**src/rtl/ap_host_pkg.sv**
```systemverilog
// Shared types and constants for the AP host controller.
package ap_host_pkg;

    localparam int unsigned AP_ADDR_W = 10;
    localparam int unsigned AP_DATA_W = 8;
    localparam int unsigned AP_CMD_W  = 3;
    localparam int unsigned ROW_W     = AP_ADDR_W + 1;

    localparam logic COL_A = 1'b0;
    localparam logic COL_B = 1'b1;

    typedef enum logic [2:0] {
        IDLE,
        LOAD,
        RUN,
        WAIT_IRQ,
        READ,
        DONE
    } state_t;

    // A num_rows field of zero encodes a full 1024-row job.
    function automatic logic [ROW_W-1:0] job_rows(input logic [AP_ADDR_W-1:0] n);
        return (n == '0) ? {1'b1, {AP_ADDR_W{1'b0}}} : {1'b0, n};
    endfunction

endpackage

```
**src/rtl/ap_host_rd_buf.sv**
```systemverilog
// Two-entry valid/ready buffer holding AP read results until the host accepts them.
module ap_host_rd_buf
    import ap_host_pkg::*;
(
    input  logic                 clk,
    input  logic                 rst_n,
    input  logic                 push,
    input  logic [AP_DATA_W-1:0] push_data,
    input  logic                 out_ready,
    output logic                 out_valid,
    output logic [AP_DATA_W-1:0] out_data,
    output logic [1:0]           free
);

    logic [AP_DATA_W-1:0] mem [2];
    logic                 wr_ptr;
    logic                 rd_ptr;
    logic [1:0]           count;
    logic                 pop;

    assign out_valid = (count != 2'd0);
    assign pop       = out_valid && out_ready;
    assign out_data  = out_valid ? mem[rd_ptr] : '0;
    assign free      = 2'd2 - count;

    always_ff @(posedge clk or negedge rst_n) begin
        if (!rst_n) begin
            for (int unsigned i = 0; i < 2; i++) mem[i] <= '0;
            wr_ptr <= 1'b0;
            rd_ptr <= 1'b0;
            count  <= 2'd0;
        end else begin
            if (push) begin
                mem[wr_ptr] <= push_data;
                wr_ptr      <= ~wr_ptr;
            end
            if (pop) rd_ptr <= ~rd_ptr;
            count <= count + {1'b0, push} - {1'b0, pop};
        end
    end

endmodule

```
**src/rtl/ap_host_ctrl.sv**
```systemverilog
// Host-side sequencer for an associative-processor array: load operands, run, wait, read back.
// Optional WAIT_IRQ watchdog enabled by defining AP_HOST_TIMEOUT_EN.
module ap_host_ctrl
    import ap_host_pkg::*;
#(
    parameter int unsigned TIMEOUT_CYCLES = 4096
) (
    input  logic                 clk,
    input  logic                 rst_n,
    input  logic                 start,
    input  logic [AP_CMD_W-1:0]  op,
    input  logic [AP_ADDR_W-1:0] num_rows,
    input  logic                 in_valid,
    output logic                 in_ready,
    input  logic [AP_DATA_W-1:0] in_data,
    output logic                 out_valid,
    input  logic                 out_ready,
    output logic [AP_DATA_W-1:0] out_data,
    output logic                 busy,
    output logic                 done,
    output logic                 err,
    output logic                 ap_mode,
    output logic [AP_CMD_W-1:0]  ap_cmd,
    output logic                 ap_sel_col,
    output logic                 ap_write_en,
    output logic [AP_DATA_W-1:0] ap_data,
    output logic [AP_ADDR_W-1:0] ap_addr,
    input  logic [AP_DATA_W-1:0] ap_data_out,
    input  logic                 ap_state_irq
);

    state_t              state;
    state_t              state_nxt;
    logic [ROW_W-1:0]    row;
    logic [ROW_W-1:0]    rows_q;
    logic [AP_CMD_W-1:0] op_q;
    logic                beat_odd;
    logic                pending;
    logic                irq_prev;
    logic                beat;
    logic                last_beat;
    logic                irq_rise;
    logic                issue;
    logic                rd_last;
    logic                timeout;
    logic [1:0]          buf_free;

    assign beat      = (state == LOAD) && in_valid;
    assign last_beat = beat && beat_odd && ((row + ROW_W'(1)) == rows_q);
    assign irq_rise  = ap_state_irq && !irq_prev;
    // Reads are strictly serialised: a new one issues only with nothing in flight and a free slot.
    assign issue     = (state == READ) && !pending && (row != rows_q) && (buf_free != 2'd0);
    assign rd_last   = (row == rows_q) && !pending &&
                       ((buf_free == 2'd2) || ((buf_free == 2'd1) && out_ready));

`ifdef AP_HOST_TIMEOUT_EN
    localparam int unsigned TMO_W = $clog2(TIMEOUT_CYCLES + 1);

    logic [TMO_W-1:0] tmo_cnt;
    logic             err_q;

    assign timeout = (state == WAIT_IRQ) && !irq_rise &&
                     (tmo_cnt == TMO_W'(TIMEOUT_CYCLES - 1));
    assign err     = err_q;

    always_ff @(posedge clk or negedge rst_n) begin
        if (!rst_n) begin
            tmo_cnt <= '0;
            err_q   <= 1'b0;
        end else begin
            tmo_cnt <= (state == WAIT_IRQ) ? tmo_cnt + TMO_W'(1) : '0;
            if ((state == IDLE) && start) err_q <= 1'b0;
            else if (timeout)             err_q <= 1'b1;
        end
    end
`else
    assign timeout = 1'b0;
    assign err     = 1'b0;
`endif

    always_ff @(posedge clk or negedge rst_n) begin
        if (!rst_n) state <= IDLE;
        else        state <= state_nxt;
    end

    always_comb begin
        state_nxt = state;
        unique case (state)
            IDLE:     if (start) state_nxt = LOAD;
            LOAD:     if (last_beat) state_nxt = RUN;
            RUN:      state_nxt = WAIT_IRQ;
            WAIT_IRQ: begin
                if (irq_rise)     state_nxt = READ;
                else if (timeout) state_nxt = DONE;
            end
            READ:     if (rd_last) state_nxt = DONE;
            DONE:     state_nxt = IDLE;
            default:  state_nxt = IDLE;
        endcase
    end

    always_ff @(posedge clk or negedge rst_n) begin
        if (!rst_n) begin
            row      <= '0;
            rows_q   <= '0;
            op_q     <= '0;
            beat_odd <= 1'b0;
            pending  <= 1'b0;
            irq_prev <= 1'b0;
        end else begin
            irq_prev <= ap_state_irq;
            pending  <= issue;
            unique case (state)
                IDLE: begin
                    if (start) begin
                        op_q     <= op;
                        rows_q   <= job_rows(num_rows);
                        row      <= '0;
                        beat_odd <= 1'b0;
                    end
                end
                LOAD: begin
                    if (beat) begin
                        beat_odd <= ~beat_odd;
                        if (beat_odd) row <= row + ROW_W'(1);
                    end
                end
                WAIT_IRQ: if (irq_rise) row <= '0;
                READ:     if (issue) row <= row + ROW_W'(1);
                default: ;
            endcase
        end
    end

    always_comb begin
        in_ready    = (state == LOAD);
        busy        = (state != IDLE);
        done        = (state == DONE);
        ap_mode     = (state == RUN) || (state == WAIT_IRQ);
        ap_cmd      = (state == RUN) ? op_q : '0;
        ap_write_en = beat;
        ap_data     = beat ? in_data : '0;
        ap_sel_col  = COL_A;
        if (state == READ)         ap_sel_col = COL_B;
        else if (beat && beat_odd) ap_sel_col = COL_B;
        // Address is driven only while it names a real row, so it never wraps past the job.
        ap_addr     = (beat || issue) ? row[AP_ADDR_W-1:0] : '0;
    end

    ap_host_rd_buf u_rd_buf (
        .clk       (clk),
        .rst_n     (rst_n),
        .push      (pending),
        .push_data (ap_data_out),
        .out_ready (out_ready),
        .out_valid (out_valid),
        .out_data  (out_data),
        .free      (buf_free)
    );

endmodule

```
**config.mk**
```make
export PLATFORM = sky130hd
export DESIGN_NAME = ap_host_ctrl
export DESIGN_NICKNAME = d
export VERILOG_FILES = /design/src/rtl/ap_host_pkg.sv /design/src/rtl/ap_host_rd_buf.sv /design/src/rtl/ap_host_ctrl.sv
export SDC_FILE = /design/constraint.sdc
export NUM_CORES = 1
export LEC_CHECK = 0
export CAP_MARGIN = 0
export CORE_MARGIN = 2
export CORE_UTILIZATION = 44
export DETAILED_ROUTE_END_ITERATION = 7
export GPL_TIMING_DRIVEN = 0
export HOLD_SLACK_MARGIN = 0.02
export PLACE_DENSITY = 0.69
export SLEW_MARGIN = 20
export SYNTH_ARGS = -nofsm -noshare
export SYNTH_HDL_FRONTEND = slang
export SYNTH_SLANG_ARGS = --single-unit
export TNS_END_PERCENT = 10
```
**constraint.sdc**
```tcl
create_clock -name clk -period 3.33 [get_ports clk]
set_input_delay 0.333 -clock clk [delete_from_list [all_inputs] [get_ports clk]]
set_output_delay 0.333 -clock clk [all_outputs]
set_load 0.01 [all_outputs]
```
==> impl_metrics.toml <==
[finish]
stdcell_area_um2 = 3870
diodes = 0
seq_area_um2 = 1280
num-nets-final = 442
syn2layout_area_growth_pct = 30.1
fillerInstances = 591
drive_above_1_share = 0.0914
multi_input_area_um2 = 1580

[worst_setup_path]
crit_chain = "xor2_2 -> nor4b_1 -> and4_1 -> nor2_1 -> nor2_2 -> nor2b_1 -> clkdlybuf4s50_1"
cp.buffers_inverters = 1
regToRegStartpoint = "row[0]$_DFFE_PN0P_"
cp-end-kind = "output pin"
setup.worst_path.start = "row[8]$_DFFE_PN0P_"
start_kind = "flop"
critPathCapture = "ap_addr[3]"
cp.required_ns = 3.00
critPathMaxStageDelay_ns = 0.50
cp_slowest_cell = "clkdlybuf4s50_1"
critical_path.top_delay_family = "simple AND/OR/NAND/NOR gates"
crit_arrival_ns = 2.79
worstPathMaxFanout = 10
cp_num_cells = 7
crit_type = "flop to output pin"
r2r_end = "state[0]$_DFFE_PN0P_"
reg2reg_slack_ns = 0.70
reg2regPathDepth = 7

[cts]
numClockSinks = 51
cts_buffer_depth = 2
root_buffer = "clkbuf_8"
cts_tree = "done"
clock_latency_ns = 0.31
cts_resized = 1
cts_buffers = 5
cts_setup_buffers = 0
ctsHoldBuffers = 0
clkTransAtPathRegs_ns = 0.10
htree_levels = 2

[min_path]
min_path_type = "input pin to asynchronous set/reset pin"

[global_route]
grtUsageTotal = 0.205
grt_antenna_before_repair = 0
grt_first_pass_wirelength_mm = 12.1
overflow = 0
grt_pass1_vias = 2456
grt_max_degree = 52

[synth]
synth-xor-area-share = 0.0672
synthTopCellsByArea = "dfrtp_1, mux2_2, nand2_1"
synth_nets = 365
synthFlopType = "dfrtp_1"
avgSynthCellArea_um2 = 9.11
yosysWarnings = 0
yosysTopAreaCellShare = 0.428
synth_compound_area_frac = 0.100
syn_area_um2 = 2980
synth_top_cell_by_area = "dfrtp_1"
synth_edf_count = 0
synth_seq_cells = 51
async_reset_ff_frac = 1.00
synth_fa_ha_area_frac = 0.0126
synth_top_family_by_area = "simple AND/OR/NAND/NOR gates"
ys_seq_area_frac = 0.428
synth_simple_gate_area_frac = 0.249
synthDistinctLibCells = 50
synth_mux_area_frac = 0.0979
synthCells = 327

[flow_run]
cap_viol_max_count = 0

[outcome]
status = "finished, final reports clean"

[detailed_routing]
drc = 0
vias_per_cell = 5.51
drtAntennaViolNets = 0
route.vias.total = 2656
avgRoutedWirePerCell_um = 15.3
first_pass_iters = 5
routed_wl_mm = 7.38
drtIter0Drc = 177

[sta]
slew_headroom = 0.323
slew_viol_final = 0
hold_viol = 0
setup_viol = 0
fin_tns_setup_ns = 0
fin_crit_sh = 0.937
finalClockSkew_ns = 0.00667
worstMarginPinSlew_ns = 1.01
max_freq_ghz = 0.320
rsz0062_at_grt = "no"
timing.final.crit_period_ns = 3.12

[placement]
hpwl_mm = 5.59
portBuffers = 70
place_area_um2 = 3770
gp_congestion = 0.912

[floorplanning]
dieArea_um2 = 7450
rows = 29
initial_core_util = 0.461
die_w_um = 86.3
die_h_um = 86.3
core_area_um2 = 6460
ios = 72

[power_and_ir_drop]
p_leak_nw = 1.68
ir_drop_mv = 0.319
cellPowerDensity_nw_per_um2 = 690
-- state kept, by name, summed over array words and instances, names as in the netlist --
| register | flops |
|---|---|
| u_rd_buf.mem | 16 |
| u_rd_buf.count | 2 |
| op_q | 3 |
| u_rd_buf.wr_ptr | 1 |
| u_rd_buf.rd_ptr | 1 |
| pending | 1 |
| row | 11 |
| beat_odd | 1 |
| rows_q | 11 |
| irq_prev | 1 |
| state | 3 |
-- synth_stat cells (4+ instances only) --
cell type,n
dfrtp_1,51
nand2_1,45
nor2_1,29
mux2_2,17
a21oi_1,15
and3_1,15
clkbuf_1,14
inv_1,12
xor2_1,11
mux2i_1,10
nand3_1,10
xnor2_1,10
nor2b_1,8
nor3_1,8
buf_2,5
o31ai_1,5
and2_1,4
nor4_1,4
o21ai_0,4
o21ai_1,4
-- kinds of logic after synthesis --
family | Yosys count
fa+ha+maj | 3
mux | 27
flops | 51
compound gates | 46
simple gates | 145
xor+xnor | 22
buf+inv | 32
other cells | 1
-- per-stage QoR --
stage                util  worst slack [ns]  total power [mW]  cells  hold WS [ns]
floorplan               -             0.976              1.79    327        0.0374
global placement    0.585             0.325              2.26    474         0.453
detailed placement  0.584             0.291              2.30    474         0.409
CTS                 0.600             0.177              2.69    482        0.0640
global route        0.600            0.0394              2.88    482        0.0829
finish              0.600             0.208              2.68    482        0.0359
-- power by group --
| part | leakage, nW | internal, mW | switching, mW | total, mW |
|---|---|---|---|---|
| Clock | 0.0474 | 0.170 | 0.219 | 0.389 |
| Combinational | 0.996 | 0.634 | 0.703 | 1.34 |
| Sequential | 0.637 | 0.798 | 0.152 | 0.950 |
-- routing by layer --
layer	routed length, µm	global-route usage	vias up	part of all wire
met3	469	0.0419	13	0.064
met4	112	0.0611	0	0.015
met5	0	0	-	0
met1	3370	0.287	1243	0.46
li1	-	-	1296	-
met2	3420	0.324	104	0.46
-- how the worst min path moves through the flow --
stage | endpoint | cells past startpoint | start
floorplan | beat_odd$_DFFE_PN0P_ | 0 | rst_n
global placement | op_q[1]$_DFFE_PN0P_ | 2 | op_q[1]$_DFFE_PN0P_
detailed placement | row[10]$_DFFE_PN0P_ | 1 | rst_n
CTS | row[7]$_DFFE_PN0P_ | 1 | rst_n
global route | row[10]$_DFFE_PN0P_ | 1 | rst_n
finish | row[8]$_DFFE_PN0P_ | 1 | rst_n
-- cell type report --
type	instances	share of cell area
multi-input combinational	244	0.407
sequential	51	0.329
timing repair buffer	70	0.180
tap	77	0.0249
buffer	20	0.0220
clock buffer	6	0.0213
inverter	12	0.0116
clock inverter	2	0.00420
-- placed cells by master (no fill, tap or decap), drive strengths merged, types with 4 or more instances in the layout --
| master | netlist | final |
|---|---|---|
| a21oi | 15 | 15 |
| and2 | 4 | 4 |
| and3 | 15 | 15 |
| buf | 6 | 7 |
| clkbuf | 14 | 20 |
| clkdlybuf4s50 | 0 | 69 |
| dfrtp | 51 | 51 |
| inv | 12 | 12 |
| mux2 | 17 | 17 |
| mux2i | 10 | 10 |
| nand2 | 45 | 45 |
| nand3 | 11 | 11 |
| nor2 | 29 | 29 |
| nor2b | 9 | 9 |
| nor3 | 8 | 8 |
| nor4 | 4 | 4 |
| o21ai | 8 | 8 |
| o31ai | 5 | 5 |
| or4 | 4 | 4 |
| xnor2 | 10 | 10 |
| xor2 | 12 | 12 |
Power figures use the tool's default switching activity.
